===== config.mk =====
export PLATFORM = sky130hd
export DESIGN_NAME = vga_fb_reader
export DESIGN_NICKNAME = d
export VERILOG_FILES = /design/src/rtl/vga_fb_reader.sv
export SDC_FILE = /design/constraint.sdc
export NUM_CORES = 1
export LEC_CHECK = 0
export BUFFER_PORTS_ARGS = -buffer_cell sky130_fd_sc_hd__buf_4
export CORE_ASPECT_RATIO = 0.6
export CORE_MARGIN = 5
export CORE_UTILIZATION = 30
export CTS_BUF_LIST = sky130_fd_sc_hd__clkbuf_4
export DETAILED_ROUTE_END_ITERATION = 8
export GPL_TIMING_DRIVEN = 0
export PLACE_DENSITY = 0.5
export SYNTH_ARGS = -nofsm -noshare
export SYNTH_HDL_FRONTEND = slang
export SYNTH_SLANG_ARGS = --single-unit
export TNS_END_PERCENT = 1

===== constraint.sdc =====
create_clock -name clk -period 2.1 [get_ports clk]
set_input_delay 0.105 -clock clk [delete_from_list [all_inputs] [get_ports clk]]
set_output_delay 0.105 -clock clk [all_outputs]
set_load 0.02 [all_outputs]

===== src/rtl/vga_fb_reader.sv =====
// Reads the 320x240 RGB565 frame buffer and scans it out as 640x480@60 VGA with 2x2 replication.
// The pipeline has three stages (counter, address, output), so sync and frame_start move with the pixels.
module vga_fb_reader #(
   parameter int H_ACTIVE = 640,
   parameter int H_FP     = 16,
   parameter int H_SYNC   = 96,
   parameter int H_BP     = 48,
   parameter int V_ACTIVE = 480,
   parameter int V_FP     = 10,
   parameter int V_SYNC   = 2,
   parameter int V_BP     = 33,
   parameter int FB_W     = 320,
   parameter int FB_H     = 240
) (
   input  logic        clk,
   input  logic        rst,
   output logic [16:0] rd_addr,
   input  logic [15:0] rd_data,
   output logic [3:0]  vga_r,
   output logic [3:0]  vga_g,
   output logic [3:0]  vga_b,
   output logic        hsync,
   output logic        vsync,
   output logic        frame_start
);

   localparam int H_TOTAL = H_ACTIVE + H_FP + H_SYNC + H_BP;
   localparam int V_TOTAL = V_ACTIVE + V_FP + V_SYNC + V_BP;

   localparam logic [9:0]  H_MAX      = 10'(H_TOTAL - 1);
   localparam logic [9:0]  V_MAX      = 10'(V_TOTAL - 1);
   localparam logic [9:0]  H_ACT      = 10'(H_ACTIVE);
   localparam logic [9:0]  V_ACT      = 10'(V_ACTIVE);
   localparam logic [9:0]  HS_BEG     = 10'(H_ACTIVE + H_FP);
   localparam logic [9:0]  HS_END     = 10'(H_ACTIVE + H_FP + H_SYNC);
   localparam logic [9:0]  VS_BEG     = 10'(V_ACTIVE + V_FP);
   localparam logic [9:0]  VS_END     = 10'(V_ACTIVE + V_FP + V_SYNC);
   localparam logic [9:0]  V_ODD_LIM  = 10'(2 * FB_H - 1);
   localparam logic [16:0] LINE_STEP  = 17'(FB_W);

   logic [9:0]  hcnt;
   logic [9:0]  vcnt;
   logic [16:0] line_base;

   logic active0, hs0, vs0, fs0;
   logic act1, hs1, vs1, fs1;
   logic act2, hs2, vs2, fs2;

   logic unused_rd_bits;
   assign unused_rd_bits = ^{rd_data[11], rd_data[6:5], rd_data[0]};

   always_comb begin
      active0 = (hcnt < H_ACT) && (vcnt < V_ACT);
      hs0     = !((hcnt >= HS_BEG) && (hcnt < HS_END));
      vs0     = !((vcnt >= VS_BEG) && (vcnt < VS_END));
      fs0     = (hcnt == 10'd0) && (vcnt == 10'd0);
   end

   // line_base advances after every second active line, so each buffer row is shown twice.
   always_ff @(posedge clk) begin
      if (rst) begin
         hcnt      <= '0;
         vcnt      <= '0;
         line_base <= '0;
      end else if (hcnt == H_MAX) begin
         hcnt <= '0;
         if (vcnt == V_MAX) begin
            vcnt      <= '0;
            line_base <= '0;
         end else begin
            vcnt <= vcnt + 10'd1;
            if (vcnt[0] && (vcnt < V_ODD_LIM))
               line_base <= line_base + LINE_STEP;
         end
      end else begin
         hcnt <= hcnt + 10'd1;
      end
   end

   always_ff @(posedge clk) begin
      if (rst) begin
         rd_addr <= '0;
         act1    <= 1'b0;
         hs1     <= 1'b1;
         vs1     <= 1'b1;
         fs1     <= 1'b0;
         act2    <= 1'b0;
         hs2     <= 1'b1;
         vs2     <= 1'b1;
         fs2     <= 1'b0;
      end else begin
         rd_addr <= active0 ? (line_base + {8'd0, hcnt[9:1]}) : '0;
         act1    <= active0;
         hs1     <= hs0;
         vs1     <= vs0;
         fs1     <= fs0;
         act2    <= act1;
         hs2     <= hs1;
         vs2     <= vs1;
         fs2     <= fs1;
      end
   end

   // The top bits of each RGB565 field drive the 4-bit DACs.
   always_ff @(posedge clk) begin
      if (rst) begin
         vga_r       <= '0;
         vga_g       <= '0;
         vga_b       <= '0;
         hsync       <= 1'b1;
         vsync       <= 1'b1;
         frame_start <= 1'b0;
      end else begin
         vga_r       <= act2 ? rd_data[15:12] : 4'd0;
         vga_g       <= act2 ? rd_data[10:7]  : 4'd0;
         vga_b       <= act2 ? rd_data[4:1]   : 4'd0;
         hsync       <= hs2;
         vsync       <= vs2;
         frame_start <= fs2;
      end
   end

endmodule


# ---- Word-level counts from Yosys, hierarchy flattened
# Index checks and enable logic that the tools add are counted.
dict set report classes {
  n_addsub 4
  order_cmp 7
  n_eq_ne 2
  n_mux 3
  bitwise_logic 2
  reduce_logical 14
}
# operator n
set ops {}
lappend ops {{two-way mux 17 bit} 2}
lappend ops {{less-than comparator 10 x 9 -> 1 bit, second input constant} 3}
lappend ops {{adder 10 x 1 -> 10 bit, second input constant} 2}
lappend ops {{== test 10 bit, second input constant} 2}
lappend ops {{zero test 10 bit} 2}
lappend ops {{less-than comparator 10 bit, second input constant} 2}
lappend ops {{adder 17 x 9 -> 17 bit} 1}
lappend ops {{adder 17 x 9 -> 17 bit, second input constant} 1}
lappend ops {{greater-or-equal comparator 10 bit, second input constant} 1}
lappend ops {{greater-or-equal comparator 10 x 9 -> 1 bit, second input constant} 1}
lappend ops {{two-way mux 10 bit} 1}
lappend ops {{OR reduction 2 bit} 3}
lappend ops {{logical AND 1 bit} 5}
lappend ops {{zero test 1 bit} 2}
lappend ops {{NOT 1 bit} 2}
lappend ops {{AND reduction 2 bit} 1}
lappend ops {{nonzero test 2 bit} 1}
dict set report word_totals {
  ff_bits 77
  input_bits 18
  output_inout_bits 32
  wordCells 50
}

# ---- Logic depth before layout (Yosys ltp)
dict set report logic_depth {
  depth_word 4
  ltp_mapped 8
}

# ---- Least setup slack after synthesis
# Ideal clock, no wire load.
dict set report synth_path {
  path_type {register to register}
  start {reg vcnt[0]}
  end {reg line_base[12]}
  setup_ns 0.117
  arrival_time_ns 1.833
  t_required_ns 1.983
  setup_slack_ns 0.149
  stages_incl_launch_ff 8
  n_path_buf 1
  path_cell_list {dfxtp_1 -> inv_1 -> ha_1 -> or4b_1 -> nor4_4 -> buf_6 -> a21o_2 -> nor2_1}
}
dict set report synth_between {
  elab_chain_len 4
  word_cells_on_any_way 6
  classes_between {order compare (1); eq/ne (1); mux (1); reduce/logical (3)}
}
# item line
set synth_rtl {}
lappend synth_rtl {{start, declared} 42} ;# logic [9:0] vcnt;
lappend synth_rtl {{start signal, assigned} 71} ;# vcnt <= vcnt + 10'd1;
lappend synth_rtl {{less-than comparator 10 x 9 -> 1 bit} 72} ;# if (vcnt[0] && (vcnt < V_ODD_LIM))
lappend synth_rtl {{logical AND 1 bit} 72}
lappend synth_rtl {{nonzero test 2 bit (no line)} --}
lappend synth_rtl {{AND reduction 2 bit (no line)} --}
lappend synth_rtl {{end signal, assigned} 73} ;# line_base <= line_base + LINE_STEP;
lappend synth_rtl {{end, declared} 43} ;# logic [16:0] line_base;
# Parallel ways exist; a longest one is shown, timed or not.
# A chain may end at the register's enable or synchronous reset.

# ---- Worst setup path in the final report
dict set report layout_path {
  start {reg hcnt[0]}
  end {reg vcnt[9]}
}
dict set report layout_between {
  elab_chain_len 1
}
# item line
set layout_rtl {}
lappend layout_rtl {{start, declared} 41} ;# logic [9:0] hcnt;
lappend layout_rtl {{start signal, assigned} 76} ;# hcnt <= hcnt + 10'd1;
lappend layout_rtl {{== test 10 bit} 65} ;# end else if (hcnt == H_MAX) begin
# Every way passes these cells.

==> results.yml <==
run_status:
  status: "finished clean"
floorplan:
  chipWidth_um: 137
  start_util_pct: 31.1
  boundaryPins: 50
  rows: 27
  core_mm2: 0.00929
  dieArea_mm2: 0.0118
  die_y_um: 86.0
clocking:
  clock_sinks: 71
  cts_buffers: 9
  clkLatencyLatePin_ns: 0.43
  clock_path_buffers: 2
  cts_tree: "built"
  clockRootBuffer: "clkbuf_4"
  htreeDepth: 3
  path_clk_slew_ns: 0.12
synthesis:
  synth-seq-area-share_pct: 49.2
  synth-edff-count: 0
  synthArstFlopShare_pct: 0
  ys.flop_type: "dfxtp_1"
  yosys.area.top_type_share_pct: 49.2
  yosysWarnings: 0
  syn_avg_cell_area_um2: 9.26
  postSynthCellCount: 312
  synthDistinctLibCells: 46
  synth_top_cell_by_area: "dfxtp_1"
  syn_nets: 338
  synth_area_leaders: "dfxtp_1 49%, nor2_1 5.5%, xor2_1 4.2%"
  yosys_register_bits: 71
  syn_area_mm2: 0.00289
grt:
  grt_pass1_vias: 2279
  grt_util_all_layers_pct: 13.0
  grt_pass1_wl_um: 11900
  grt_max_degree: 14
  grt_overflow: 0
  antenna_found_initial: 0
detailed_routing:
  drtIter0Drc: 165
  antenna_left: 0
  route.detailed.drc: 0
  vias: 2344
  totalWireLength_um: 7150
  firstDrtPassIters: 4
  post_drt_wl_per_cell_um: 13.9
  vias_per_cell: 4.54
cells_and_area:
  drive_gt1_share_pct: 23.6
  final_nets: 407
  final_core_util_pct: 40.1
  area_delta_synth_final_pct: 28.8
  fin_cells: 516
  diodes: 0
critical_path:
  crit_family: "simple AND/OR/NAND/NOR gates"
  critPathMaxStageDelay_ns: 0.54
  cp_slowest_cell: "or4_4"
  critPathKind: "reg -> reg"
  worstPathArrival_ns: 2.37
  crit_path_start_kind: "register"
  crit_chain: "ha_2 -> nand3_2 -> or4_4 -> buf_6 -> nor4_2 -> xnor2_1 -> nor2_2"
  cp.required_ns: 2.42
  startpoint: "hcnt[0]"
  r2r_start: "hcnt[0]"
  end_kind: "register"
  crit_fanout: 10
  cp_num_buf_inv: 1
place:
  place_inst: 487
  port-buffer-count: 45
  dp_hpwl_um: 5000
  gp_congestion: 0.824
sta:
  setup_violations: 0
  period_share_pct: 97.6
  finalHoldViolations: 0
  skew_ns: 0.0123
  tightest_slew_ns: 0.668
  relSlewSlack_pct: 55.0
  timing.fmax_mhz: 488
  slew_violations: 0
  rsz0062_at_grt: "yes"
  period_needed_ns: 2.05
power_and_ir_drop:
  power_density_mw_per_mm2: 650
  vdd_drop_max_uv: 246
  leakagePower_uw: 0.00147
run:
  cap_violations: 0
hold_path:
  hold_path.class: "in -> reg"
  hold_start: "rst"
[per-stage QoR]
step | instance area (um2) | TNS, ns | total power (uW) | setup WS, ns | hold slack [ns]
2_1_floorplan | 2890 | 0 | 1480 | 0.149 | 0.227
3_3_place_gp | 3390 | -2.00 | 1540 | -0.147 | 0.307
3_5_place_dp | 3390 | -2.48 | 1540 | -0.187 | 0.310
4_1_cts | 3690 | -0.0526 | 2460 | -0.0182 | 0.00951
5_1_grt | 3720 | -0.292 | 2550 | -0.0731 | 0.0119
6_report | 3720 | 0 | 2420 | 0.0508 | 0.0501
[path summary, 6_finish.rpt]
check / end / slack [ns] / depth (start not counted)
max reg2reg: vcnt[9] / 0.05 / 7
min reg2reg: vsync / 0.42 / 1
min: vga_b[3] / 0.05 / 3
max: vcnt[9] / 0.05 / 7
[sequential cells by signal, summed over array words and instances, names as in the netlist]
name	cells
rd_addr	17
line_base	11
hcnt	10
vcnt	10
vga_b	4
vga_g	4
vga_r	4
act1	1
act2	1
frame_start	1
fs1	1
fs2	1
hs1	1
hs2	1
hsync	1
vs1	1
vs2	1
vsync	1
[layer usage]
metal | vias up | routed length [um] | global-route usage [%]
met3 | 8 | 557 | 4.98
met2 | 63 | 2680 | 17.1
li1 | 1207 | - | -
met5 | - | 0 | 0
met1 | 1066 | 3840 | 19.5
met4 | 0 | 68 | 3.02
[cells by family (layout without fill, tap and decap cells)]
family / count (synthesis) / after routing / synth area share [%]
xor+xnor: 25 / 25 / 7.58
buf+inv: 25 / 99 / 3.81
simple gates: 152 / 152 / 28.7
compound gates: 30 / 30 / 6.93
fa+ha+maj: 8 / 8 / 3.46
mux: 1 / 1 / 0.346
flops: 71 / 71 / 49.2
[worst register-to-register path, stage by stage (launching register included)]
cell	delay (ns)
dfxtp_2	0.38
ha_2	0.22
nand3_2	0.11
or4_4	0.54
buf_6	0.18
nor4_2	0.31
xnor2_1	0.17
nor2_2	0.04
[cell type report]
cell class / instances / area [um2]
plain buffers: 15 / 73.8
clock buffers: 10 / 75.1
clock inverters: 6 / 70.1
fillers: 939 / 5570
inverters: 9 / 33.8
multi-input cells: 216 / 1410
flip-flops and latches: 71 / 1430
well taps: 130 / 163
repair buffers: 59 / 473
[report_power, final]
group,internal [uW],leakage (uW),switching (uW),total [uW]
Sequential,1370,0.000577,13.3,1390
Clock,381,0.0000692,514,895
Combinational,68.7,0.000819,72.0,141
Total,1820,0.00147,599,2420
[layout by cell type, fill, tap and decap left out, types with 8 or more instances in the layout]
cell type and n:
xor2_1 14, dlygate4sd3_1 12, buf_4 47, nor3_1 10, xnor2_1 11, clkbuf_1 10, nor2_1 40, inv_1 9
and2_1 18, clkbuf_4 10, nand2_1 18, dfxtp_1 67, nor2b_1 8, nand3_1 14
[synth_stat cells (all sizes together), types with 5 or more instances]
cell,n
inv,9
clkbuf,12
nand2,18
nor2,44
or4,5
and2,18
nor3,10
a21oi,6
ha,8
nor2b,8
nand4,7
dfxtp,71
xor2,14
nor4,9
nand3,15
xnor2,11
o21ai,7
[what timing repair did]
action / CTS / global route
resized for setup: 4 / 12
buffers inserted: 2 / 0
pin swaps: 1 / 0
hold endpoints to repair: 12 / 0
setup endpoints to repair: 21 / 31
hold buffers: 12 / 0
gates cloned: 0 / 0
No activity file was read; power rests on OpenSTA's default activity.
